## config.mk

```make
export PLATFORM = sky130hd
export DESIGN_NAME = mixer_tdm_ctrl
export DESIGN_NICKNAME = d
export VERILOG_FILES = /design/src/rtl/mixer_tdm_pkg.sv /design/src/rtl/mixer_tdm_mult_pipe.sv /design/src/rtl/mixer_tdm_ctrl.sv
export SDC_FILE = /design/constraint.sdc
export NUM_CORES = 1
export LEC_CHECK = 0
export ABC_AREA = 1
export BUFFER_PORTS_ARGS = -buffer_cell sky130_fd_sc_hd__buf_2
export CAP_MARGIN = 20
export CORE_UTILIZATION = 45
export CTS_CLUSTER_DIAMETER = 120
export DETAILED_ROUTE_END_ITERATION = 8
export SYNTH_ARGS = -nofsm -noshare
export SYNTH_HDL_FRONTEND = slang
export SYNTH_SLANG_ARGS = --single-unit
export TNS_END_PERCENT = 100
```

## constraint.sdc

```tcl
create_clock -name clock -period 6.8 [get_ports clock]
set_input_delay 0.34 -clock clock [delete_from_list [all_inputs] [get_ports clock]]
set_output_delay 0.34 -clock clock [all_outputs]
set_load 0.02 [all_outputs]
```

## src/rtl/mixer_tdm_pkg.sv

```systemverilog
// Shared definitions for the time-shared I/Q mixer: controller states,
// multiplier latency and the tags that mark which product is in flight.
package mixer_tdm_pkg;

    typedef enum logic {
        IDLE = 1'b0,
        COS  = 1'b1
    } state_t;

    localparam int MULT_LATENCY = 2;

    typedef enum logic [1:0] {
        TAG_NONE = 2'b00,
        TAG_SIN  = 2'b01,
        TAG_COS  = 2'b10
    } tag_t;

endpackage

```

## src/rtl/mixer_tdm_mult_pipe.sv

```systemverilog
// Pipelined signed WIDTHxWIDTH multiplier. The operands are registered
// first, then the product travels through LATENCY-1 register stages.
// No reset: the controller's tag pipeline decides which outputs are valid.
module mult_pipe #(
    parameter int WIDTH   = 12,
    parameter int LATENCY = 2
) (
    input  logic                      clock,
    input  logic signed [WIDTH-1:0]   a,
    input  logic signed [WIDTH-1:0]   b,
    output logic signed [2*WIDTH-1:0] p
);

    logic signed [WIDTH-1:0]   a_reg;
    logic signed [WIDTH-1:0]   b_reg;
    logic signed [2*WIDTH-1:0] prod_pipe [LATENCY-1];

    // Operand capture, multiply, then delay the product to the full latency
    always_ff @(posedge clock) begin
        a_reg        <= a;
        b_reg        <= b;
        prod_pipe[0] <= a_reg * b_reg;
        for (int i = 1; i < LATENCY - 1; i++) begin
            prod_pipe[i] <= prod_pipe[i-1];
        end
    end

    assign p = prod_pipe[LATENCY-2];

endmodule

```

## src/rtl/mixer_tdm_ctrl.sv

```systemverilog
// Time-shared I/Q mixer controller: one multiplier computes data*sine and
// then data*cosine for each accepted sample, and both results are
// presented together with a one-cycle out_valid pulse.
// Optional feature: define MIXER_TDM_SAT_EN to saturate each output to the
// WIDTH-bit signed range instead of keeping the low product bits.
module mixer_tdm_ctrl
    import mixer_tdm_pkg::*;
#(
    parameter int WIDTH = 12
) (
    input  logic                    clock,
    input  logic                    clock_sreset,
    input  logic                    in_valid,
    output logic                    in_ready,
    input  logic signed [WIDTH-1:0] data_in,
    input  logic signed [WIDTH-1:0] sine_in,
    input  logic signed [WIDTH-1:0] cosine_in,
    output logic signed [WIDTH-1:0] sine_out,
    output logic signed [WIDTH-1:0] cosine_out,
    output logic                    out_valid
);

    state_t                    state;
    state_t                    next_state;
    logic                      accept;
    logic signed [WIDTH-1:0]   data_lat;
    logic signed [WIDTH-1:0]   cos_lat;
    logic signed [WIDTH-1:0]   mul_a;
    logic signed [WIDTH-1:0]   mul_b;
    tag_t                      issue_tag;
    tag_t                      tag_pipe [MULT_LATENCY];
    tag_t                      tag_out;
    logic signed [2*WIDTH-1:0] product;
    logic signed [2*WIDTH-1:0] hold_reg;
    logic signed [WIDTH-1:0]   sine_fit;
    logic signed [WIDTH-1:0]   cos_fit;

    // State register
    always_ff @(posedge clock) begin
        if (clock_sreset) begin
            state <= IDLE;
        end else begin
            state <= next_state;
        end
    end

    // Next state, handshake and operand mux: sine on accept, cosine one cycle later
    always_comb begin
        next_state = state;
        in_ready   = 1'b0;
        accept     = 1'b0;
        mul_a      = data_lat;
        mul_b      = cos_lat;
        issue_tag  = TAG_NONE;
        case (state)
            IDLE: begin
                in_ready = 1'b1;
                accept   = in_valid;
                if (in_valid) begin
                    mul_a      = data_in;
                    mul_b      = sine_in;
                    issue_tag  = TAG_SIN;
                    next_state = COS;
                end
            end
            COS: begin
                issue_tag  = TAG_COS;
                next_state = IDLE;
            end
            default: next_state = IDLE;
        endcase
    end

    // Keep the sample and cosine so the second product can be issued next cycle
    always_ff @(posedge clock) begin
        if (clock_sreset) begin
            data_lat <= '0;
            cos_lat  <= '0;
        end else if (accept) begin
            data_lat <= data_in;
            cos_lat  <= cosine_in;
        end
    end

    mult_pipe #(
        .WIDTH   (WIDTH),
        .LATENCY (MULT_LATENCY)
    ) u_mult (
        .clock (clock),
        .a     (mul_a),
        .b     (mul_b),
        .p     (product)
    );

    // Tag shift register that travels in step with the multiplier pipeline
    always_ff @(posedge clock) begin
        if (clock_sreset) begin
            for (int i = 0; i < MULT_LATENCY; i++) begin
                tag_pipe[i] <= TAG_NONE;
            end
        end else begin
            tag_pipe[0] <= issue_tag;
            for (int i = 1; i < MULT_LATENCY; i++) begin
                tag_pipe[i] <= tag_pipe[i-1];
            end
        end
    end

    assign tag_out = tag_pipe[MULT_LATENCY-1];

`ifdef MIXER_TDM_SAT_EN
    // Clamp a full product to the signed WIDTH-bit range
    function automatic logic signed [WIDTH-1:0] fit(input logic signed [2*WIDTH-1:0] p);
        logic [WIDTH:0] top;
        top = p[2*WIDTH-1:WIDTH-1];
        if ((&top) || !(|top)) begin
            fit = p[WIDTH-1:0];
        end else if (p[2*WIDTH-1]) begin
            fit = {1'b1, {(WIDTH-1){1'b0}}};
        end else begin
            fit = {1'b0, {(WIDTH-1){1'b1}}};
        end
    endfunction

    assign sine_fit = fit(hold_reg);
    assign cos_fit  = fit(product);
`else
    logic unused_upper;

    assign sine_fit     = hold_reg[WIDTH-1:0];
    assign cos_fit      = product[WIDTH-1:0];
    assign unused_upper = ^{hold_reg[2*WIDTH-1:WIDTH], product[2*WIDTH-1:WIDTH]};
`endif

    // Park the sine product, then publish both results when the cosine arrives
    always_ff @(posedge clock) begin
        if (clock_sreset) begin
            hold_reg   <= '0;
            sine_out   <= '0;
            cosine_out <= '0;
            out_valid  <= 1'b0;
        end else begin
            out_valid <= (tag_out == TAG_COS);
            if (tag_out == TAG_SIN) begin
                hold_reg <= product;
            end
            if (tag_out == TAG_COS) begin
                sine_out   <= sine_fit;
                cosine_out <= cos_fit;
            end
        end
    end

endmodule

```

# == After elaboration in Yosys (flattened, before gate mapping) ==
# Memory sizes are Yosys's and may differ from the RTL's.
# Cells that the tools add are included.
# totals
inputBits,39
ram_bits,28
out_inout_bits,26
regBits,86
latch_bits,0
wordCells,32
romBits,0
n_memories,2
# mem_list
name,words,word_bits,rd,rd_clocked_by_memory_dff,wr,line_no,rtl
u_mult.prod_pipe,1,24,1,0,1,mixer_tdm_mult_pipe.sv:16,logic signed [2*WIDTH-1:0] prod_pipe [LATENCY-1];
tag_pipe,2,2,2,0,2,mixer_tdm_ctrl.sv:31,tag_t tag_pipe [MULT_LATENCY];
# classes
magnitude_cmp,0
div_mod_pow,0
n_eq_ne,2
shifts,0
n_reduce_logical,0
bitwise_logic,3
multipliers,1
muxes,15
n_addsub,0
# op_table
op,count
$mux W12,4
$mul A12 B12 Y24,1
$mux W1,7
$mux W2,2
$pmux W2 S2,1
$eq A2 B1 Y1 const B,1
$eq A2 B2 Y1 const B,1
$or A1 B1 Y1,2
$pmux W1 S2,1
$not A1 Y1,1

# == Logic depth before layout (Yosys ltp) ==
# logic_depth
word_depth,3
ltp_mapped,26
depth_no_buf,25

# == Modules after synthesis ==
# From an unflattened synthesis, not the netlist that was laid out.
# hier_totals
hier_cells,1246
area_unflattened_um2,9593.0
# by_module_without_submodules
mod,area_each_um2,n_inst,seq_area_each_um2,cells_each
mult_pipe,6766.5,1,960.9,815
mixer_tdm_ctrl,2826.5,1,1321.3,431

# == Worst setup path before layout ==
# OpenSTA, ideal clock, no wires.
# synth_path
kind,reg2reg
startpoint,register u_mult.a_reg[1]
endpoint,memory u_mult.prod_pipe[0][11] (netlist name)
synth_period_minus_slack_ns,4.383
t_required_ns,6.691
slack_ns,2.417
setup_time_ns,0.109
stages_incl_launch_ff,24
path_buffers,1
arrival_ns,4.274
path_cell_list,dfxtp_1 clkbuf_1 nand2_1 inv_1 fa_1 fa_1 inv_1 fa_1 inv_1 fa_1 inv_1 fa_1 inv_1 ha_1 a21oi_1 nand2_1 nor2_1 nand3_1 nand2_1 nand2_1 nand2_1 nand2_1 nand2_1 inv_1
# synth_between
elab_chain_cells,1
# synth_lines
element,line_no,rtl
from (decl),mixer_tdm_mult_pipe.sv:14,logic signed [WIDTH-1:0] a_reg;
from (signal assigned),mixer_tdm_mult_pipe.sv:20,a_reg <= a;
$mul A12 B12 Y24,mixer_tdm_mult_pipe.sv:22,prod_pipe[0] <= a_reg * b_reg;
to (decl),mixer_tdm_mult_pipe.sv:16,
# No other way between the ends.

# == Final worst setup path ==
# layout_path
startpoint,register u_mult.b_reg[4]
endpoint,memory u_mult.prod_pipe[0][11] (netlist name)
# layout_between
elab_chain_cells,1
# layout_lines
element,line_no,rtl
from (decl),mixer_tdm_mult_pipe.sv:15,logic signed [WIDTH-1:0] b_reg;
from (signal assigned),mixer_tdm_mult_pipe.sv:21,b_reg <= b;
$mul A12 B12 Y24,mixer_tdm_mult_pipe.sv:22,
# No other way between the ends.

==> out/results.ini <==
[logic_synthesis]
synth_area_leaders=dfxtp_1, nand2_1, fa_1
synthArstFlopShare_pct=0
yosysSeqAreaShare_pct=36.4
syn_avg_cell_area_um2=7.60
ys.flop_type=dfxtp_1
syn_area_um2=5600
netlist_instances=737
syn_nets=850
synthTopCellsByCount=nand2_1, inv_1, dfxtp_1
synth.most_common_cell=nand2_1
synth.top_cell.area_share_pct=36.4
synth_edf_count=0
ys.warnings.count=0
synth-seq-cells=102
yosysTopAreaCell=dfxtp_1
ys_types=24

[cells_and_area]
layout.filler_cells=1204
diodes=0
nNetsFinal=897
drive_gt1_share_pct=13.3
final_cells=956
post-route-util_pct=52.5
multi_input_area_um2=2860
syn2layout_area_growth_pct=12.9
regArea_um2=2040

[routing]
avgViaCountPerCell=4.54
wl_per_cell_um=11.8
vias=4343
drt_iter0_drc=158
maxUsedRoutingLayer=met4
drc=0
ant_nets=0
drt_wl_total_um=11300
met2WireLength_um=5600
met1_length_um=5150
dr.pass1.iters=4
dr_wl_met3_um=348

[worst_setup_path]
cp_max_fo=8
reg2reg_slack_ns=2.16
arrival_ns=4.88
crit_type=reg -> reg
worstPathCellList=nand2_1 > fa_1 > inv_1 > fa_1 > inv_1 > fa_1 > inv_1 > fa_1 > inv_1 > fa_1 > inv_1 > ha_1 > a21oi_1 > nand2_1 > nor2_1 > nand3_1 > nand2_1 > nand2_1 > nand2_1 > nand2_1 > nand2_1 > inv_1
cpLargestDelayFamily=adder cells
cp-end-kind=flop
path_common_cell=nand2_1
start_kind=flop
path_buf_inv=6
cpMaxStageDelayCell=fa_1
critPathRequiredTime_ns=7.04
cp_slowest_stage_delay_ns=0.53

[timing]
tightestPinTransition_ns=0.750
setup_ws_ns=2.16
final.min_clock_period_ns=4.64
hold_viol=0
setup_viol=0
skew_ns=0.00698
max_clock_freq_ghz=0.215
drv_slew=0
fin_tns_setup_ns=0
hold_slack_ns=0.182
slew_headroom_pct=49.8
rsz0062_at_grt=false
fin_crit_sh_pct=68.3

[floorplanning]
dieArea_um2=12900
ios=65
dieWidth_um=114
core-area_um2=12100
dieHeight_um=114
rows=40
start_util_pct=46.5

[cts]
htreeDepth=3
cts_setup_buffers=0
ctsResizeCount=0
cts_tree=built
insertion_delay_ns=0.34
path_clk_slew_ns=0.07
cts.sinks=102
numCtsBuffers=9
clockBufferDepth=2
cts_root_buf=clkbuf_16
cts_hold_buf=0

[status]
status=complete, no violations

[placed_design]
gp_congestion=0.887
dp_slack_ns=2.16
io_buffers=64
dpl.cell_count=940
post-dp-hpwl_um=8860

[grt]
grt_pass1_wl_um=19500
grt_start_max_net_pins=67
grt-ovfl-total=0
antenna_found_initial=0
grt_use_total_pct=19.2
grt_pass1_vias=4365

[job]
cap_violations=0

[power_and_ir_drop]
leakagePower_uw=0.00346
power_density_nw_per_um2=274
peakVddDrop_mv=0.187

[min_path]
hold_class=in -> reg

[metrics by stage]
step / area [um^2] / total power [uW]
after floorplan: 5600 / 1090
after global placement: 6000 / 1200
after detailed placement: 6000 / 1220
after CTS: 6310 / 1760
after global routing: 6330 / 1870
final: 6330 / 1730
[tightest hold or removal path: stages]
cell and delay (ns):
buf_2 0.07, nand2_1 0.04, nand2_1 0.04
[area by class of cell]
class / instances / area share [%]
clock inverter: 5 / 1.31
timing repair buffer: 66 / 5.50
tap: 168 / 3.32
clock buffer: 10 / 3.62
multi-input combinational: 458 / 45.3
sequential: 102 / 32.3
inverter: 147 / 8.72
[power by group]
group / internal (uW) / switching (uW)
Sequential: 662 / 56.8
Combinational: 192 / 282
Clock: 323 / 217
[layer usage]
| layer | GRT usage, % | up-vias |
|---|---|---|
| li1 | - | 2269 |
| met1 | 23.4 | 1996 |
| met2 | 34.5 | 66 |
| met3 | 2.98 | 12 |
| met4 | 6.40 | 0 |
| met5 | 0 | - |
[final timing paths]
path	to	start	cells past startpoint
max	u_mult.prod_pipe[0][11]	u_mult.b_reg[4]	22
min	u_mult.b_reg[10]	sine_in[10]	3
max reg2reg	u_mult.prod_pipe[0][11]	u_mult.b_reg[4]	22
min reg2reg	tag_pipe[0][2]	tag_pipe[0][0]	2
[placed cells by master, fill, tap and decap left out]
cell and instances:
nand2_1 246, fa_1 39, ha_1 35, xnor2_1 2, clkbuf_1 1, nand2_2 7
o21ai_0 21, nand2_4 1, nor3_1 1, buf_12 1, inv_6 2, inv_1 143
dfxtp_1 102, clkinv_2 1, bufinv_16 2, inv_2 4, nand3b_1 2, clkbuf_16 9
buf_4 1, a21oi_1 39, o21ai_1 3, xor2_1 2, xor2_2 1, nand3_1 21
nor2_1 25, buf_2 64, or2_2 12, nand4_1 1
[kinds of logic (layout without fill, tap and decap cells)]
| logic type | Yosys count | in the layout | synth area share [%] |
|---|---|---|---|
| DFF | 102 | 102 | 36.4 |
| and+or+nand+nor | 316 | 316 | 22.8 |
| xor gates and xnor gates | 5 | 5 | 0.916 |
| adders and majority gates | 74 | 74 | 21.8 |
| buffers and inverters | 177 | 228 | 12.4 |
| AOI/OAI and AO/OA | 63 | 63 | 5.63 |
No activity file was read; power rests on OpenSTA's default activity.
